`src/rtl/regfile_pkg.sv`:
```
// Shared types for the register-file writeback path.
//   XLEN       : datapath width
//   REG_AW     : register address width (32 architectural registers)
//   wb_req_t   : one writeback request (destination + result)
//   busy_vec_t : one busy bit per architectural register
package regfile_pkg;

  localparam int XLEN   = 32;
  localparam int REG_AW = 5;

  typedef struct packed {
    logic [REG_AW-1:0] rd;
    logic [XLEN-1:0]   data;
  } wb_req_t;

  typedef logic [31:0] busy_vec_t;

endpackage

```
`src/rtl/regfile_wb_arbiter_if.sv`:
```
// Bus bundle between execute/decode and the writeback arbiter.
//   ALU path   : alu_valid, alu_rd, alu_data (no backpressure)
//   LSU path   : lsu_valid/lsu_ready handshake, lsu_rd, lsu_data
//   Issue      : issue_valid, issue_rd, issue_ready (WAW stall)
//   Hazard     : rs1_addr/rs2_addr in, rs1_busy/rs2_busy out
//   Write port : wb_en, wb_addr, wb_data to the register file
// Optional (WB_FWD_EN): rs1/rs2 forwarding valid + data from the
// writeback stage.
// slave is the arbiter side, master is the driving environment.
interface regfile_wb_arbiter_if;
  import regfile_pkg::*;

  logic              alu_valid;
  logic [REG_AW-1:0] alu_rd;
  logic [XLEN-1:0]   alu_data;
  logic              lsu_valid;
  logic              lsu_ready;
  logic [REG_AW-1:0] lsu_rd;
  logic [XLEN-1:0]   lsu_data;
  logic              issue_valid;
  logic [REG_AW-1:0] issue_rd;
  logic              issue_ready;
  logic [REG_AW-1:0] rs1_addr;
  logic [REG_AW-1:0] rs2_addr;
  logic              rs1_busy;
  logic              rs2_busy;
  logic              wb_en;
  logic [REG_AW-1:0] wb_addr;
  logic [XLEN-1:0]   wb_data;
`ifdef WB_FWD_EN
  logic              rs1_fwd_valid;
  logic [XLEN-1:0]   rs1_fwd_data;
  logic              rs2_fwd_valid;
  logic [XLEN-1:0]   rs2_fwd_data;
`endif

  modport slave (
    input  alu_valid, alu_rd, alu_data,
    input  lsu_valid, lsu_rd, lsu_data,
    input  issue_valid, issue_rd,
    input  rs1_addr, rs2_addr,
    output lsu_ready, issue_ready, rs1_busy, rs2_busy,
    output wb_en, wb_addr, wb_data
`ifdef WB_FWD_EN
    , output rs1_fwd_valid, rs1_fwd_data, rs2_fwd_valid, rs2_fwd_data
`endif
  );

  modport master (
    output alu_valid, alu_rd, alu_data,
    output lsu_valid, lsu_rd, lsu_data,
    output issue_valid, issue_rd,
    output rs1_addr, rs2_addr,
    input  lsu_ready, issue_ready, rs1_busy, rs2_busy,
    input  wb_en, wb_addr, wb_data
`ifdef WB_FWD_EN
    , input rs1_fwd_valid, rs1_fwd_data, rs2_fwd_valid, rs2_fwd_data
`endif
  );

endinterface

```
`src/rtl/wb_fifo.sv`:
```
// Synchronous FIFO of writeback requests buffering LSU results.
//   clk, rst_n : clock, async active-low reset (empties the FIFO)
//   push       : write push_data (caller guarantees !full)
//   pop        : drop the head entry (caller guarantees !empty)
//   full/empty : status from registered pointers only
//   head       : oldest entry, valid when !empty
// DEPTH must be a power of 2 and at least 2; pointers carry one extra
// wrap bit so full and empty are distinguishable.
module wb_fifo
  import regfile_pkg::*;
#(
  parameter int DEPTH = 4
) (
  input  logic    clk,
  input  logic    rst_n,
  input  logic    push,
  input  logic    pop,
  input  wb_req_t push_data,
  output logic    full,
  output logic    empty,
  output wb_req_t head
);

  localparam int AW = $clog2(DEPTH);

  logic [AW:0] wr_ptr;
  logic [AW:0] rd_ptr;
  wb_req_t     mem [DEPTH];

  always_ff @(posedge clk or negedge rst_n) begin
    if (!rst_n) begin
      wr_ptr <= '0;
      rd_ptr <= '0;
    end else begin
      if (push) wr_ptr <= wr_ptr + {{AW{1'b0}}, 1'b1};
      if (pop)  rd_ptr <= rd_ptr + {{AW{1'b0}}, 1'b1};
    end
  end

  // Storage needs no reset: entries are only observed between push and pop.
  always_ff @(posedge clk) begin
    if (push) mem[wr_ptr[AW-1:0]] <= push_data;
  end

  assign empty = (wr_ptr == rd_ptr);
  assign full  = (wr_ptr[AW] != rd_ptr[AW]) && (wr_ptr[AW-1:0] == rd_ptr[AW-1:0]);
  assign head  = mem[rd_ptr[AW-1:0]];

endmodule

```
`src/rtl/regfile_wb_arbiter.sv`:
```
// Merges ALU and LSU writeback results onto the single register-file
// write port and tracks registers with LSU results still outstanding.
//   clk, rst_n : clock, async active-low reset
//   bus        : regfile_wb_arbiter_if.slave (ALU/LSU/issue inputs,
//                hazard queries, registered write port)
// Priority per cycle: ALU > FIFO head > direct LSU bypass. Bypass only
// when the FIFO is empty and the ALU is idle, so LSU results retire in
// acceptance order. Writes to x0 use the slot but never assert wb_en.
// Optional macro WB_FWD_EN adds rs1/rs2 forwarding from the writeback
// register and masks rsN_busy for the register being cleared this cycle.
module regfile_wb_arbiter
  import regfile_pkg::*;
#(
  parameter int FIFO_DEPTH = 4
) (
  input  logic                 clk,
  input  logic                 rst_n,
  regfile_wb_arbiter_if.slave  bus
);

  logic      fifo_full;
  logic      fifo_empty;
  wb_req_t   fifo_head;
  wb_req_t   lsu_req;
  logic      fifo_push;
  logic      fifo_pop;
  logic      sel_byp;
  logic      sel_valid;
  wb_req_t   sel_req;
  logic      clr_en;
  logic      issue_fire;
  busy_vec_t busy_q;
  busy_vec_t busy_d;
  logic              wb_en_q;
  logic [REG_AW-1:0] wb_addr_q;
  logic [XLEN-1:0]   wb_data_q;

  assign lsu_req    = '{rd: bus.lsu_rd, data: bus.lsu_data};
  assign bus.lsu_ready = !fifo_full;

  assign fifo_pop  = !bus.alu_valid && !fifo_empty;
  assign sel_byp   = !bus.alu_valid && fifo_empty && bus.lsu_valid;
  // An empty FIFO is never full, so a bypass is always an accepted transfer.
  assign fifo_push = bus.lsu_valid && !fifo_full && !sel_byp;

  wb_fifo #(.DEPTH(FIFO_DEPTH)) u_fifo (
    .clk       (clk),
    .rst_n     (rst_n),
    .push      (fifo_push),
    .pop       (fifo_pop),
    .push_data (lsu_req),
    .full      (fifo_full),
    .empty     (fifo_empty),
    .head      (fifo_head)
  );

  always_comb begin
    sel_valid = 1'b1;
    sel_req   = lsu_req;
    if (bus.alu_valid) begin
      sel_req = '{rd: bus.alu_rd, data: bus.alu_data};
    end else if (!fifo_empty) begin
      sel_req = fifo_head;
    end else if (!bus.lsu_valid) begin
      sel_valid = 1'b0;
    end
  end

  always_ff @(posedge clk or negedge rst_n) begin
    if (!rst_n) begin
      wb_en_q   <= 1'b0;
      wb_addr_q <= '0;
      wb_data_q <= '0;
    end else begin
      wb_en_q <= sel_valid && (sel_req.rd != '0);
      if (sel_valid) begin
        wb_addr_q <= sel_req.rd;
        wb_data_q <= sel_req.data;
      end
    end
  end

  assign bus.wb_en   = wb_en_q;
  assign bus.wb_addr = wb_addr_q;
  assign bus.wb_data = wb_data_q;

  // Scoreboard: the clear happens when the LSU result is selected, so the
  // bit is already low in the cycle the write port carries the value.
  assign clr_en     = (fifo_pop || sel_byp) && (sel_req.rd != '0);
  assign issue_fire = bus.issue_valid && bus.issue_ready && (bus.issue_rd != '0);
  assign bus.issue_ready = !busy_q[bus.issue_rd];

  always_comb begin
    busy_d = busy_q;
    if (clr_en)     busy_d[sel_req.rd]   = 1'b0;
    if (issue_fire) busy_d[bus.issue_rd] = 1'b1;
    busy_d[0] = 1'b0;
  end

  always_ff @(posedge clk or negedge rst_n) begin
    if (!rst_n) busy_q <= '0;
    else        busy_q <= busy_d;
  end

`ifdef WB_FWD_EN
  assign bus.rs1_busy = busy_q[bus.rs1_addr] && !(clr_en && sel_req.rd == bus.rs1_addr);
  assign bus.rs2_busy = busy_q[bus.rs2_addr] && !(clr_en && sel_req.rd == bus.rs2_addr);
  assign bus.rs1_fwd_valid = wb_en_q && (wb_addr_q == bus.rs1_addr) && (bus.rs1_addr != '0);
  assign bus.rs2_fwd_valid = wb_en_q && (wb_addr_q == bus.rs2_addr) && (bus.rs2_addr != '0);
  assign bus.rs1_fwd_data  = wb_data_q;
  assign bus.rs2_fwd_data  = wb_data_q;
`else
  assign bus.rs1_busy = busy_q[bus.rs1_addr];
  assign bus.rs2_busy = busy_q[bus.rs2_addr];
`endif

endmodule

```
`src/flat_wrapper.sv`:
```
// flat-port wrapper written by rule: the top's interface ports become plain ports
module regfile_wb_arbiter_flat import regfile_pkg::*;
#(
  parameter int FIFO_DEPTH = 4
)
  (clk, rst_n, bus_alu_valid, bus_alu_rd, bus_alu_data, bus_lsu_valid, bus_lsu_rd, bus_lsu_data, bus_issue_valid, bus_issue_rd, bus_rs1_addr, bus_rs2_addr, bus_lsu_ready, bus_issue_ready, bus_rs1_busy, bus_rs2_busy, bus_wb_en, bus_wb_addr, bus_wb_data);
  regfile_wb_arbiter_if bus_i ();
  input  logic clk;
  input  logic rst_n;
  input wire logic [$bits(bus_i.alu_valid)-1:0] bus_alu_valid;
  input wire logic [$bits(bus_i.alu_rd)-1:0] bus_alu_rd;
  input wire logic [$bits(bus_i.alu_data)-1:0] bus_alu_data;
  input wire logic [$bits(bus_i.lsu_valid)-1:0] bus_lsu_valid;
  input wire logic [$bits(bus_i.lsu_rd)-1:0] bus_lsu_rd;
  input wire logic [$bits(bus_i.lsu_data)-1:0] bus_lsu_data;
  input wire logic [$bits(bus_i.issue_valid)-1:0] bus_issue_valid;
  input wire logic [$bits(bus_i.issue_rd)-1:0] bus_issue_rd;
  input wire logic [$bits(bus_i.rs1_addr)-1:0] bus_rs1_addr;
  input wire logic [$bits(bus_i.rs2_addr)-1:0] bus_rs2_addr;
  output wire logic [$bits(bus_i.lsu_ready)-1:0] bus_lsu_ready;
  output wire logic [$bits(bus_i.issue_ready)-1:0] bus_issue_ready;
  output wire logic [$bits(bus_i.rs1_busy)-1:0] bus_rs1_busy;
  output wire logic [$bits(bus_i.rs2_busy)-1:0] bus_rs2_busy;
  output wire logic [$bits(bus_i.wb_en)-1:0] bus_wb_en;
  output wire logic [$bits(bus_i.wb_addr)-1:0] bus_wb_addr;
  output wire logic [$bits(bus_i.wb_data)-1:0] bus_wb_data;
  assign bus_i.alu_valid = bus_alu_valid;
  assign bus_i.alu_rd = bus_alu_rd;
  assign bus_i.alu_data = bus_alu_data;
  assign bus_i.lsu_valid = bus_lsu_valid;
  assign bus_i.lsu_rd = bus_lsu_rd;
  assign bus_i.lsu_data = bus_lsu_data;
  assign bus_i.issue_valid = bus_issue_valid;
  assign bus_i.issue_rd = bus_issue_rd;
  assign bus_i.rs1_addr = bus_rs1_addr;
  assign bus_i.rs2_addr = bus_rs2_addr;
  assign bus_lsu_ready = bus_i.lsu_ready;
  assign bus_issue_ready = bus_i.issue_ready;
  assign bus_rs1_busy = bus_i.rs1_busy;
  assign bus_rs2_busy = bus_i.rs2_busy;
  assign bus_wb_en = bus_i.wb_en;
  assign bus_wb_addr = bus_i.wb_addr;
  assign bus_wb_data = bus_i.wb_data;
  regfile_wb_arbiter #(.FIFO_DEPTH(FIFO_DEPTH)) u_core (.clk(clk), .rst_n(rst_n), .bus(bus_i));
endmodule
```
`config.mk`:
```
export PLATFORM = sky130hd
export DESIGN_NAME = regfile_wb_arbiter_flat
export DESIGN_NICKNAME = d
export VERILOG_FILES = /design/src/rtl/regfile_pkg.sv /design/src/rtl/regfile_wb_arbiter_if.sv /design/src/rtl/wb_fifo.sv /design/src/rtl/regfile_wb_arbiter.sv /design/src/flat_wrapper.sv
export SDC_FILE = /design/constraint.sdc
export NUM_CORES = 1
export LEC_CHECK = 0
export CAP_MARGIN = 10
export CORE_ASPECT_RATIO = 1.4
export CORE_MARGIN = 5
export CORE_UTILIZATION = 45
export CTS_BUF_LIST = sky130_fd_sc_hd__clkbuf_16
export CTS_CLUSTER_DIAMETER = 80
export DETAILED_ROUTE_END_ITERATION = 12
export PLACE_DENSITY = 0.75
export SYNTH_ARGS = -nofsm -noshare
export SYNTH_HDL_FRONTEND = slang
export SYNTH_SLANG_ARGS = --single-unit
```
`constraint.sdc`:
```
create_clock -name clk -period 3 [get_ports clk]
set_input_delay 0.6 -clock clk [delete_from_list [all_inputs] [get_ports clk]]
set_output_delay 0.6 -clock clk [all_outputs]
set_load 0.005 [all_outputs]
```
Yosys cells after proc, flatten, opt, wreduce, memory -nomap -nowiden
Memories as Yosys holds them, arrays and structs flattened.
Cells that the tools add are included.
Word-level totals
  flip-flop bits (word level): 75
  RAM bits: 148
  bits of input ports: 94
  output and inout bits: 42
  memories: 1
Operators by class
  add/subtract/negate cells: 2
  $lt $le $gt $ge: 6
  equal/unequal tests: 3
  muxes and demuxes: 19
  bitwise logic cells: 3
  reduce and logical (&&, ||, !) cells: 20
Memories
  u_core.u_fifo.mem: depth 4, bits a word 37, rd ports 1, clocked after memory_dff 0, write ports 1, line wb_fifo.sv:28  | wb_req_t mem [DEPTH];
Operators with widths (number)
  $mux W37: 2
  $mux W32: 2
  $and A32 B32 Y32: 1
  $not A32 Y32: 1
  $or A32 B32 Y32: 1
  $lt A5 B6 Y1 const B: 4
  $bmux W1 S5: 3
  $logic_and A1 B1 Y1: 12
  $demux W1 S5: 2
  $ge A5 B1 Y1 const B: 2
  $mux W1: 10
  $reduce_bool A5 Y1: 2
  $add A3 B1 Y3 const B: 2
  $logic_not A1 Y1: 5
  $eq A3 B3 Y1: 1
  $eq A2 B2 Y1: 1
  $logic_or A1 B1 Y1: 1
  $ne A1 B1 Y1: 1

Logic depth before layout (Yosys ltp)
  depth after elaboration: 12
  depth in mapped cells: 10

By module
A second synthesis with hierarchy kept.
Unflattened totals
  cell total of the unflattened synthesis: 740
  area total of the unflattened synthesis: 10239.8 um^2
Modules (own cells, without submodules)
  wb_fifo: instances 1, cells an instance 223, area each 5672.9 um^2
  regfile_wb_arbiter: instances 1, cells an instance 517, area each 4566.9 um^2

Least setup slack after synthesis
OpenSTA, ideal clock, no wires.
  path type: in2out
  start point: in bus_rs1_addr[0]
  end point: out bus_rs1_busy
  arrival: 2.284 ns
  setup slack: 0.116 ns
  cell stages on the path: 4
  path buffers: 1
  cells stage by stage: clkbuf_1 -> mux4_2 -> mux4_2 -> mux2_2
Between the ends
  longest elaborated chain between the ends: 2
RTL lines
  from (decl): line flat_wrapper.sv:18  | input wire logic [$bits(bus_i.rs1_addr)-1:0] bus_rs1_addr;
  $bmux W1 S5: line regfile_wb_arbiter.sv:113  | assign bus.rs1_busy = busy_q[bus.rs1_addr];
  $mux W1 (implied by the code): line regfile_wb_arbiter.sv:113
  to (decl): line flat_wrapper.sv:22  | output wire logic [$bits(bus_i.rs1_busy)-1:0] bus_rs1_busy;
No other way between the ends. The select of a mux whose other input is x is not followed.

Worst setup path in the final report
  start point: reg u_core.busy_q[15]
  end point: out bus_rs1_busy
Between the ends
  longest elaborated chain between the ends: 2
RTL lines
  from (decl): line regfile_wb_arbiter.sv:32  | busy_vec_t busy_q;
  from (signal assigned): line regfile_wb_arbiter.sv:102  | else busy_q <= busy_d;
  $bmux W1 S5: line regfile_wb_arbiter.sv:113
  $mux W1 (implied by the code): line regfile_wb_arbiter.sv:113
No other way between the ends. The select of a mux whose other input is x is not followed.

==> impl_metrics.toml <==
[synth]
netlist_top_cells_area = "edfxtp_1 (43%), dfrtp_1 (18%), mux4_2 (14%)"
netlist_area_um2 = 10230
ys_seq_area_share_pct = 61.77
synth_ff_type = "edfxtp_1"
synth.largest_area_cell = "edfxtp_1"
async_flop_share_pct = 33.63
synthDominantCellAreaShare_pct = 43.43
ys_types = 62
ys_ff_latch = 223
yosys_warnings = 0
avgSynthCellArea_um2 = 14.96
synth_fp_nets = 783
synth_cells = 684
synth_edf_count = 148

[global_route]
grt_pass1_wl_mm = 41.30
gr-total-overflow = 0
grt_max_degree = 44
antenna_found_initial = 1
grt_usage_pct = 20.50
first_global_vias = 7399

[drt]
drc = 0
via_per_inst = 5.867
drt-total-wl_mm = 26.37
drt_iter0_markers = 537
drtAntennaViolNets = 0
drt_first_pass_iters = 5
wl_per_cell_um = 22.36
vias = 6917

[die]
rows = 65
die_y_um = 188.4
ioPinCount = 136
dieArea_um2 = 25900
start_util_pct = 45.59
dieWidth_um = 137.5
core_area_um2 = 22450

[setup_path]
cp_max_fo = 4
regToRegSetupSlack_ps = 120
cp.arrival_ps = 2330
crit_type = "reg -> out"
reg2reg_from = "u_core.busy_q[15]"
timing.rr.end = "u_core.busy_q[4]"
cp.required_ps = 2400
cp-start-kind = "flop"
endpoint_kind = "output port"
reg2regPathDepth = 15

[min_path]
hp-class = "in -> async"

[clock_tree]
root_buffer = "clkbuf_16"
clock_path_buffers = 3
cts_buffers = 22
postCtsHoldBufs = 0
clock_latency_ps = 500
numClockSinks = 223
htree_levels = 1
cts_tree = "yes"
clk_pin_slew_ps = 60

[timing]
final-hold-violation-count = 0
relSlewSlack_pct = 50.58
slew_viol_final = 0
final.setup.tns_ps = 0
rsz0062_at_grt = "yes"
clock_skew_ps = 5.087
fin_ws_ps = 68.52
finalCritPeriodShare_pct = 97.72
fin_crit_ps = 2931
worstMarginPinSlew_ps = 736.0
fmax_mhz = 341.1
setup_violations = 0

[layout]
final_common_cell = "edfxtp_1"
antenna_cells = 0
area_growth_pct = 28.68
stdcell_count = 1179
final_cell_mix = "edfxtp_1 (148), clkdlybuf4s50_1 (122), dfrtp_1 (67)"
design_area_um2 = 13170
drive_gt1_share_pct = 23.80
nets = 961

[placed_design]
port_buffers = 135
hpwl_mm = 17.92
routabilityCongestion = 0.9536
pre_cts_ws_ps = -576.7
dp.cells = 1124
place_area_um2 = 12230

[pwr]
p_leak_nw = 4.694
ir_drop_mv = 0.5705
power_density_nw_per_um2 = 964.9

[status]
status = "completed"

[flow_run]
drv_cap = 0
[worst max-delay path by stage]
stage	startpoint	cells past startpoint	endpoint	slack [ps]
after floorplan	bus_rs1_addr[0]	4	bus_rs1_busy	120
after CTS	bus_rs1_addr[0]	6	bus_rs1_busy	-30
after detailed placement	bus_rs1_addr[0]	6	bus_rs1_busy	-580
after global placement	bus_rs1_addr[0]	6	bus_rs1_busy	-540
final	u_core.busy_q[15]	4	bus_rs1_busy	70
after global routing	u_core.busy_q[15]	7	bus_issue_ready	-20
[routing by layer]
layer,global-route usage (%),up-vias,wire [um]
met4,6.989,2,835
met3,3.766,65,1662
met1,24.99,3476,9902
li1,-,3095,-
met5,0,-,11
met2,36.18,279,13950
[synth_stat cells, drive strengths merged (2+ instances only)]
cell       n
mux2i      2
inv        9
a41oi      5
o31ai     11
a22oi      2
mux4      62
o22ai      2
and3       2
dfrtp     75
nor3b      2
clkbuf    27
nor2      35
nand4     10
nand3b    36
mux2      10
o21ai     18
ha         5
buf       22
and2       5
nor2b      5
nand2     46
o2bb2ai   14
o211ai    33
o41ai      9
a21oi     32
xnor2      5
or3        2
xor2       5
nor3       3
nor4b      2
edfxtp   148
a32o       3
nor4       2
a2bb2oi    3
nand3     12
a22o       2
[kinds of logic (layout without fill, tap and decap cells)]
group	count (synthesis)	in the layout	synth area share (%)
AO/OA/AOI/OAI	147	147	10.49
XOR/XNOR	10	10	0.8558
adder cells (fa/ha/maj)	5	5	0.6113
buffers and inverters	58	252	2.372
flip-flops	223	223	61.77
multiplexers	74	74	14.94
AND/OR/NAND/NOR	167	167	8.962
[through the flow]
stage / total power, W / hold slack [ps] / util, %
global placement: 0.009638 / 494.0 / 54.47
finish: 0.01271 / 118.6 / 58.67
CTS: 0.01276 / 129.2 / 58.54
floorplan: 0.007756 / 304.4 / -
detailed placement: 0.009765 / 500.4 / 54.47
global route: 0.01337 / 173.2 / 58.67
[worst max-delay path, cell delays in order, from the launching register on]
cell and delay [ps]:
dfrtp_2 450, mux4_2 500, mux4_2 480, mux2_2 270, buf_2 140
[repair_timing]
item | CTS | global route
gates resized for setup | 35 | 13
pin swaps | 4 | 3
cloned | 1 | 1
setup buffers | 12 | 3
setup endpoints to repair | 4 | 4
[layout make-up]
type	count	area, um^2
inverters	9	33.78
flip-flops and latches	223	6331
multi-input cells	403	3715
repair buffers	203	1961
clock buffers	23	575.6
fillers	1764	9278
well taps	301	376.6
clock inverters	17	176.4
[registers in the layout, summed over array words and instances (netlist names)]
register	flops
u_core.u_fifo.mem	148
u_core.bus.wb_data	32
u_core.busy_q	31
u_core.bus.wb_addr	5
u_core.u_fifo.rd_ptr	3
u_core.u_fifo.wr_ptr	3
u_core.bus.wb_en	1
[power by group]
group,switching (W),internal [W]
Sequential,0.000665,0.00433
Combinational,0.00242,0.00246
Clock,0.00112,0.00173
Total,0.00420,0.00851
No activity file was read; power rests on OpenSTA's default activity.
